## config.mk

```make
export PLATFORM = sky130hd
export DESIGN_NAME = conv_param_tx
export DESIGN_NICKNAME = d
export VERILOG_FILES = /design/src/rtl/conv_pkg.sv /design/src/rtl/conv_param_tx.sv
export SDC_FILE = /design/constraint.sdc
export NUM_CORES = 1
export LEC_CHECK = 0
export ABC_CLOCK_PERIOD_IN_PS = 5500
export CORE_ASPECT_RATIO = 0.8
export CORE_MARGIN = 1
export CORE_UTILIZATION = 50
export DETAILED_ROUTE_END_ITERATION = 6
export PLACE_DENSITY_LB_ADDON = 0.05
export SLEW_MARGIN = 20
export SYNTH_ARGS = -nofsm -noshare
export SYNTH_HDL_FRONTEND = slang
export SYNTH_SLANG_ARGS = --single-unit
```

## constraint.sdc

```tcl
create_clock -name clk -period 5.5 [get_ports clk]
set_clock_uncertainty 0.05 [all_clocks]
set_input_delay 1.1 -clock clk [delete_from_list [all_inputs] [get_ports clk]]
set_output_delay 1.1 -clock clk [all_outputs]
set_load 0.02 [all_outputs]
```

## src/rtl/conv_pkg.sv

```systemverilog
// Shared constants and types for the convolution control path:
// conv_control and its parameter transmitter conv_param_tx.
package conv_pkg;

  localparam int WORD_W   = 32;
  localparam int KADDR_W  = 8;

  // {N,C} header word field positions
  localparam int N_MSB    = 31;
  localparam int N_LSB    = 16;
  localparam int C_MSB    = 15;
  localparam int C_LSB    = 0;

  // conv_control side: header words preceding the kernel stream
  localparam int CC_HDR_WORDS = 3;
  localparam int CC_MAX_KLEN  = 255;

  typedef enum logic [2:0] {
    IDLE,
    SEND_M01,
    SEND_M02,
    SEND_CN,
    K_FETCH,
    K_LOAD,
    K_SEND,
    DONE
  } tx_state_e;

  function automatic logic [WORD_W-1:0] pack_nc(input logic [15:0] n, input logic [15:0] c);
    logic [WORD_W-1:0] w;
    w = '0;
    w[N_MSB:N_LSB] = n;
    w[C_MSB:C_LSB] = c;
    return w;
  endfunction

endpackage

```

## src/rtl/conv_param_tx.sv

```systemverilog
// Streams M0, {N,C} and a kernel buffer out over a valid/ready link
// into conv_control; kernel words are fetched from an external buffer.
module conv_param_tx
  import conv_pkg::*;
(
  input  logic                clk,
  input  logic                rst_n,
  input  logic                i_start,
  input  logic [63:0]         i_m0,
  input  logic [15:0]         i_c,
  input  logic [15:0]         i_n,
  input  logic [7:0]          i_k_len,
  output logic                o_k_rd,
  output logic [KADDR_W-1:0]  o_k_addr,
  input  logic [WORD_W-1:0]   i_k_data,
  output logic                o_valid,
  input  logic                i_ready,
  output logic [WORD_W-1:0]   o_data,
  output logic                o_last,
  output logic                o_busy,
  output logic                o_done,
  output logic                o_err
);

  tx_state_e           r_state;
  logic [31:0]         r_m0_hi;
  logic [15:0]         r_c;
  logic [15:0]         r_n;
  logic [7:0]          r_k_len;
  logic [7:0]          r_idx;
  logic [WORD_W-1:0]   r_data;
  logic                r_valid;
  logic                r_last;
  logic                r_busy;
  logic                r_done;
  logic                r_err;
  logic                r_k_rd;
  logic [KADDR_W-1:0]  r_k_addr;

  logic w_beat;
  logic w_idx_last;

  assign w_beat     = r_valid & i_ready;
  assign w_idx_last = (r_idx == (r_k_len - 8'd1));

  always_ff @(posedge clk or negedge rst_n) begin
    if (!rst_n) begin
      r_state  <= IDLE;
      r_m0_hi  <= '0;
      r_c      <= '0;
      r_n      <= '0;
      r_k_len  <= '0;
      r_idx    <= '0;
      r_data   <= '0;
      r_valid  <= 1'b0;
      r_last   <= 1'b0;
      r_busy   <= 1'b0;
      r_done   <= 1'b0;
      r_err    <= 1'b0;
      r_k_rd   <= 1'b0;
      r_k_addr <= '0;
    end else begin
      r_done <= 1'b0;
      r_err  <= 1'b0;
      r_k_rd <= 1'b0;
      case (r_state)
        IDLE: begin
          if (i_start) begin
            if (i_k_len == 8'd0) begin
              r_err <= 1'b1;
            end else begin
              // low M0 half goes straight to o_data, only the high half is kept
              r_m0_hi <= i_m0[63:32];
              r_c     <= i_c;
              r_n     <= i_n;
              r_k_len <= i_k_len;
              r_idx   <= '0;
              r_data  <= i_m0[31:0];
              r_valid <= 1'b1;
              r_busy  <= 1'b1;
              r_state <= SEND_M01;
            end
          end
        end
        SEND_M01: if (w_beat) begin
          r_data  <= r_m0_hi;
          r_state <= SEND_M02;
        end
        SEND_M02: if (w_beat) begin
          r_data  <= pack_nc(r_n, r_c);
          r_state <= SEND_CN;
        end
        SEND_CN: if (w_beat) begin
          r_valid  <= 1'b0;
          r_k_rd   <= 1'b1;
          r_k_addr <= r_idx;
          r_state  <= K_FETCH;
        end
        K_FETCH: r_state <= K_LOAD;
        K_LOAD: begin
          // buffer returns data the cycle after the read strobe
          r_data  <= i_k_data;
          r_last  <= w_idx_last;
          r_valid <= 1'b1;
          r_state <= K_SEND;
        end
        K_SEND: if (w_beat) begin
          r_valid <= 1'b0;
          if (r_last) begin
            r_done  <= 1'b1;
            r_state <= DONE;
          end else begin
            r_idx    <= r_idx + 8'd1;
            r_k_rd   <= 1'b1;
            r_k_addr <= r_idx + 8'd1;
            r_state  <= K_FETCH;
          end
        end
        DONE: begin
          r_last  <= 1'b0;
          r_busy  <= 1'b0;
          r_state <= IDLE;
        end
        default: r_state <= IDLE;
      endcase
    end
  end

  assign o_k_rd   = r_k_rd;
  assign o_k_addr = r_k_addr;
  assign o_valid  = r_valid;
  assign o_data   = r_data;
  assign o_last   = r_last;
  assign o_busy   = r_busy;
  assign o_done   = r_done;
  assign o_err    = r_err;

endmodule

```

==> impl_metrics.tcl <==
set metrics [dict create \
    instances_no_fill 900 \
    slowest_stage "clkdlybuf4s50_1" \
    finalSetupViolations 0 \
    synth-seq-area-share 0.5109 \
    power.switching_mw 1.768 \
    antenna_found_initial 0 \
    fmax_mhz 326.0 \
    r2r_start "r_state[2]" \
    path_buf_inv 2 \
    switching_share 0.3585 \
    rsz0062_at_grt "no" \
    io_pins 186 \
    combPwrFrac 0.409 \
    drv_slew 0 \
    synthFlopType "dfrtp_1" \
    first_pass_iters 5 \
    drt-wirelength-per-cell_microns 18.07 \
    post-place-cells 868 \
    cp_cell_sequence "clkdlybuf4s50_1 > nand2_1 > a221o_1 > a21oi_4 > buf_4 > mux2i_1" \
    ff2ff_path_depth 5 \
    max_stage_delay_ns 0.56 \
    r2r_setup_slack_ns 2.68 \
    fillers 895 \
    crit_family "buffers and inverters" \
    synth-compound-area-share 0.09980 \
    ctsResizeCount 0 \
    diodes 0 \
    post-dp-hpwl_microns 11100 \
    synth-edff-count 0 \
    min_path_type "flip-flop to flip-flop" \
    internal-power_mw 3.164 \
    die_x_microns 127.7 \
    syn_inst 542 \
    num-nets-final 859 \
    synth_fa_ha_area_frac 0.005941 \
    power_density_nw_per_um2 555.0 \
    drv_cap 0 \
    gp_congestion 0.8628 \
    path_depth 6 \
    finalPower_mw 4.931 \
    layout-drive-gt1-share 0.09053 \
    synthesis.nets 685 \
    setup.worst_path.start "i_ready" \
    power.leakage_nw 3.712 \
    status "complete, no violations" \
    clkTransAtPathRegs_ns 0.06 \
    ff_latch_area_sq_um 3229 \
    grt_overflow 0 \
    cts_root_buf "clkbuf_16" \
    maxSlewHeadroom 0.4965 \
    die_area_sq_um 13090 \
    ant_nets 0 \
    cts_sinks 129 \
    drt-total-wl_microns 16260 \
    yosysUniqueCellTypes 50 \
    area_growth_pct 40.61 \
    fin_hold_ws_ns 0.4312 \
    async_flop_share 1.000 \
    drt_first_iter_violations 304 \
    core-area_sq_um 12250 \
    initial_utilization 0.5157 \
    synth_top_family_by_area "multiplexers" \
    cts_tree "done" \
    cts_max_path_buffers 2 \
    tightestPinTransition_ns 0.7494 \
    endpoint_kind "flip-flop" \
    cts-buffers-inserted 17 \
    grt_pass1_wl_microns 25900 \
    syn_area_sq_um 6319 \
    worst_ir_drop_vdd_mv 0.2910 \
    synthSimpleGateAreaFrac 0.07505 \
    htreeDepth 4 \
    rr_endpoint "o_data[29]" \
    multi_input_area_sq_um 2745 \
    synth-xor-area-share 0.01802 \
    postSynthAreaPerCell_sq_um 11.66 \
    synth_mux_area_frac 0.2329 \
    endpoint "o_data[29]" \
    min_period_ns 3.067 \
    cp_max_fo 21 \
    vias 4872 \
    finalHoldViolations 0 \
    ys_ff_latch 129 \
    grt_max_degree 60 \
    io_buffers 185 \
    period_share 0.5577 \
    rows 36 \
    hold_buffers 0 \
    cp-start-kind "input port" \
    grt_pass1_vias 5149 \
    viasPerCell 5.413 \
    clkPwrFrac 0.243 \
    clk_latency_ns 0.42 \
    crit_type "input port to flip-flop" \
    cp.required_ns 5.78 \
    drc_errors 0 \
    postCtsSetupRepairBufs 0 \
    critPathArrivalTime_ns 3.35 \
    power_frac_seq 0.348 \
    fin_tns_setup_ns 0 \
    grt.total_usage 0.2630 \
    ys_warn_count 0 \
    die_h_microns 102.5 \
]
==> cell usage after synthesis (4+ instances only) <==
library cell  number  share of area
o221ai_1          32          0.044
clkbuf_1          17          0.010
nand2_1           44          0.026
and3_1             5         0.0050
nor3_1             8         0.0063
nor2_1            12         0.0071
mux2i_1           66           0.10
mux2_1            54          0.096
o21ai_1            4         0.0032
nor4_1             4         0.0040
a21o_1             4         0.0048
a21oi_1           14          0.011
xor2_1             6         0.0083
nand3_1            8         0.0063
dfrtp_1          129           0.51
buf_6              5         0.0089
buf_2             14          0.011
mux2_2            18          0.032
inv_1             39          0.023
xnor2_1            7         0.0097
==> cell families after synthesis <==
family,count (synthesis)
XOR/XNOR,13
buffers and inverters,79
flip-flops,129
AND/OR/NAND/NOR,99
multiplexers,138
adder cells (fa/ha/maj),3
AO/OA/AOI/OAI,81
==> final cells by class <==
cell class / count / area share
sequential: 129 / 0.3635
timing repair buffer: 194 / 0.2157
clock buffer: 20 / 0.05027
clock inverter: 12 / 0.02056
tap: 171 / 0.02408
inverter: 40 / 0.01690
multi-input combinational: 334 / 0.3090
==> layer usage <==
layer  part of all wire  GRT usage  up-vias
li1                   -          -     2284
met1               0.43     0.3308     2377
met2               0.47     0.4300      182
met3              0.072    0.07732       29
met4              0.022     0.1122        0
met5                  0          0        -
==> placed cells by master (no fill, tap or decap), types with 4 or more instances in the layout <==
cell type,instances
clkdlybuf4s50_1,184
dfrtp_1,128
mux2i_1,66
mux2_1,54
nand2_1,44
inv_1,39
o221ai_1,32
mux2_2,18
clkbuf_16,17
a21oi_1,14
nor2_1,12
buf_4,10
nor3_1,8
nand3_1,8
xnor2_1,7
xor2_1,6
clkinvlp_4,6
and3_1,5
nor4_1,4
o21ai_1,4
a21o_1,4
bufinv_16,4
==> worst reg2reg max path, cell delays in order, from the launching register on <==
cell and delay [ns]:
dfrtp_2 0.65, buf_4 0.53, nor3_1 0.26, a21oi_4 0.51, buf_4 0.46, mux2i_1 0.27
==> sequential cells by signal (all words and copies together), names as in the netlist <==
signal,count
o_done,1
r_n,16
o_err,1
o_busy,1
o_k_rd,1
o_k_addr,8
r_m0_hi,32
r_c,16
r_k_len,8
o_valid,1
r_state,3
r_idx,8
o_last,1
o_data,32
==> metrics by stage <==
stage          cell area (sq um)  worst slack [ns]  utilization
2_1_floorplan               6319             2.951            -
3_3_place_gp                8255             2.108       0.6738
5_1_grt                     8885             2.308       0.7252
6_report                    8885             2.433       0.7252
4_1_cts                     8885             2.409       0.7252
3_5_place_dp                8255             2.048       0.6738
==> power groups by stage <==
stage | Sequential [mW] | Clock [mW] | Combinational [mW]
floorplan | 1.80 | 0 | 1.16
global placement | 1.70 | 0 | 1.95
detailed placement | 1.72 | 0 | 2.02
CTS | 1.71 | 1.22 | 2.04
global route | 1.77 | 1.25 | 2.19
finish | 1.72 | 1.20 | 2.02
==> worst min path at each step <==
stage	start	to	slack, ns	cells past startpoint
finish	r_m0_hi[9]	r_m0_hi[9]	0.43	1
global route	r_m0_hi[9]	r_m0_hi[9]	0.44	1
CTS	r_m0_hi[25]	r_m0_hi[25]	0.44	1
detailed placement	r_m0_hi[5]	r_m0_hi[5]	0.43	1
global placement	r_m0_hi[15]	r_m0_hi[15]	0.42	1
floorplan	r_m0_hi[30]	r_m0_hi[30]	0.41	1
(Power assumes the default switching activity.)
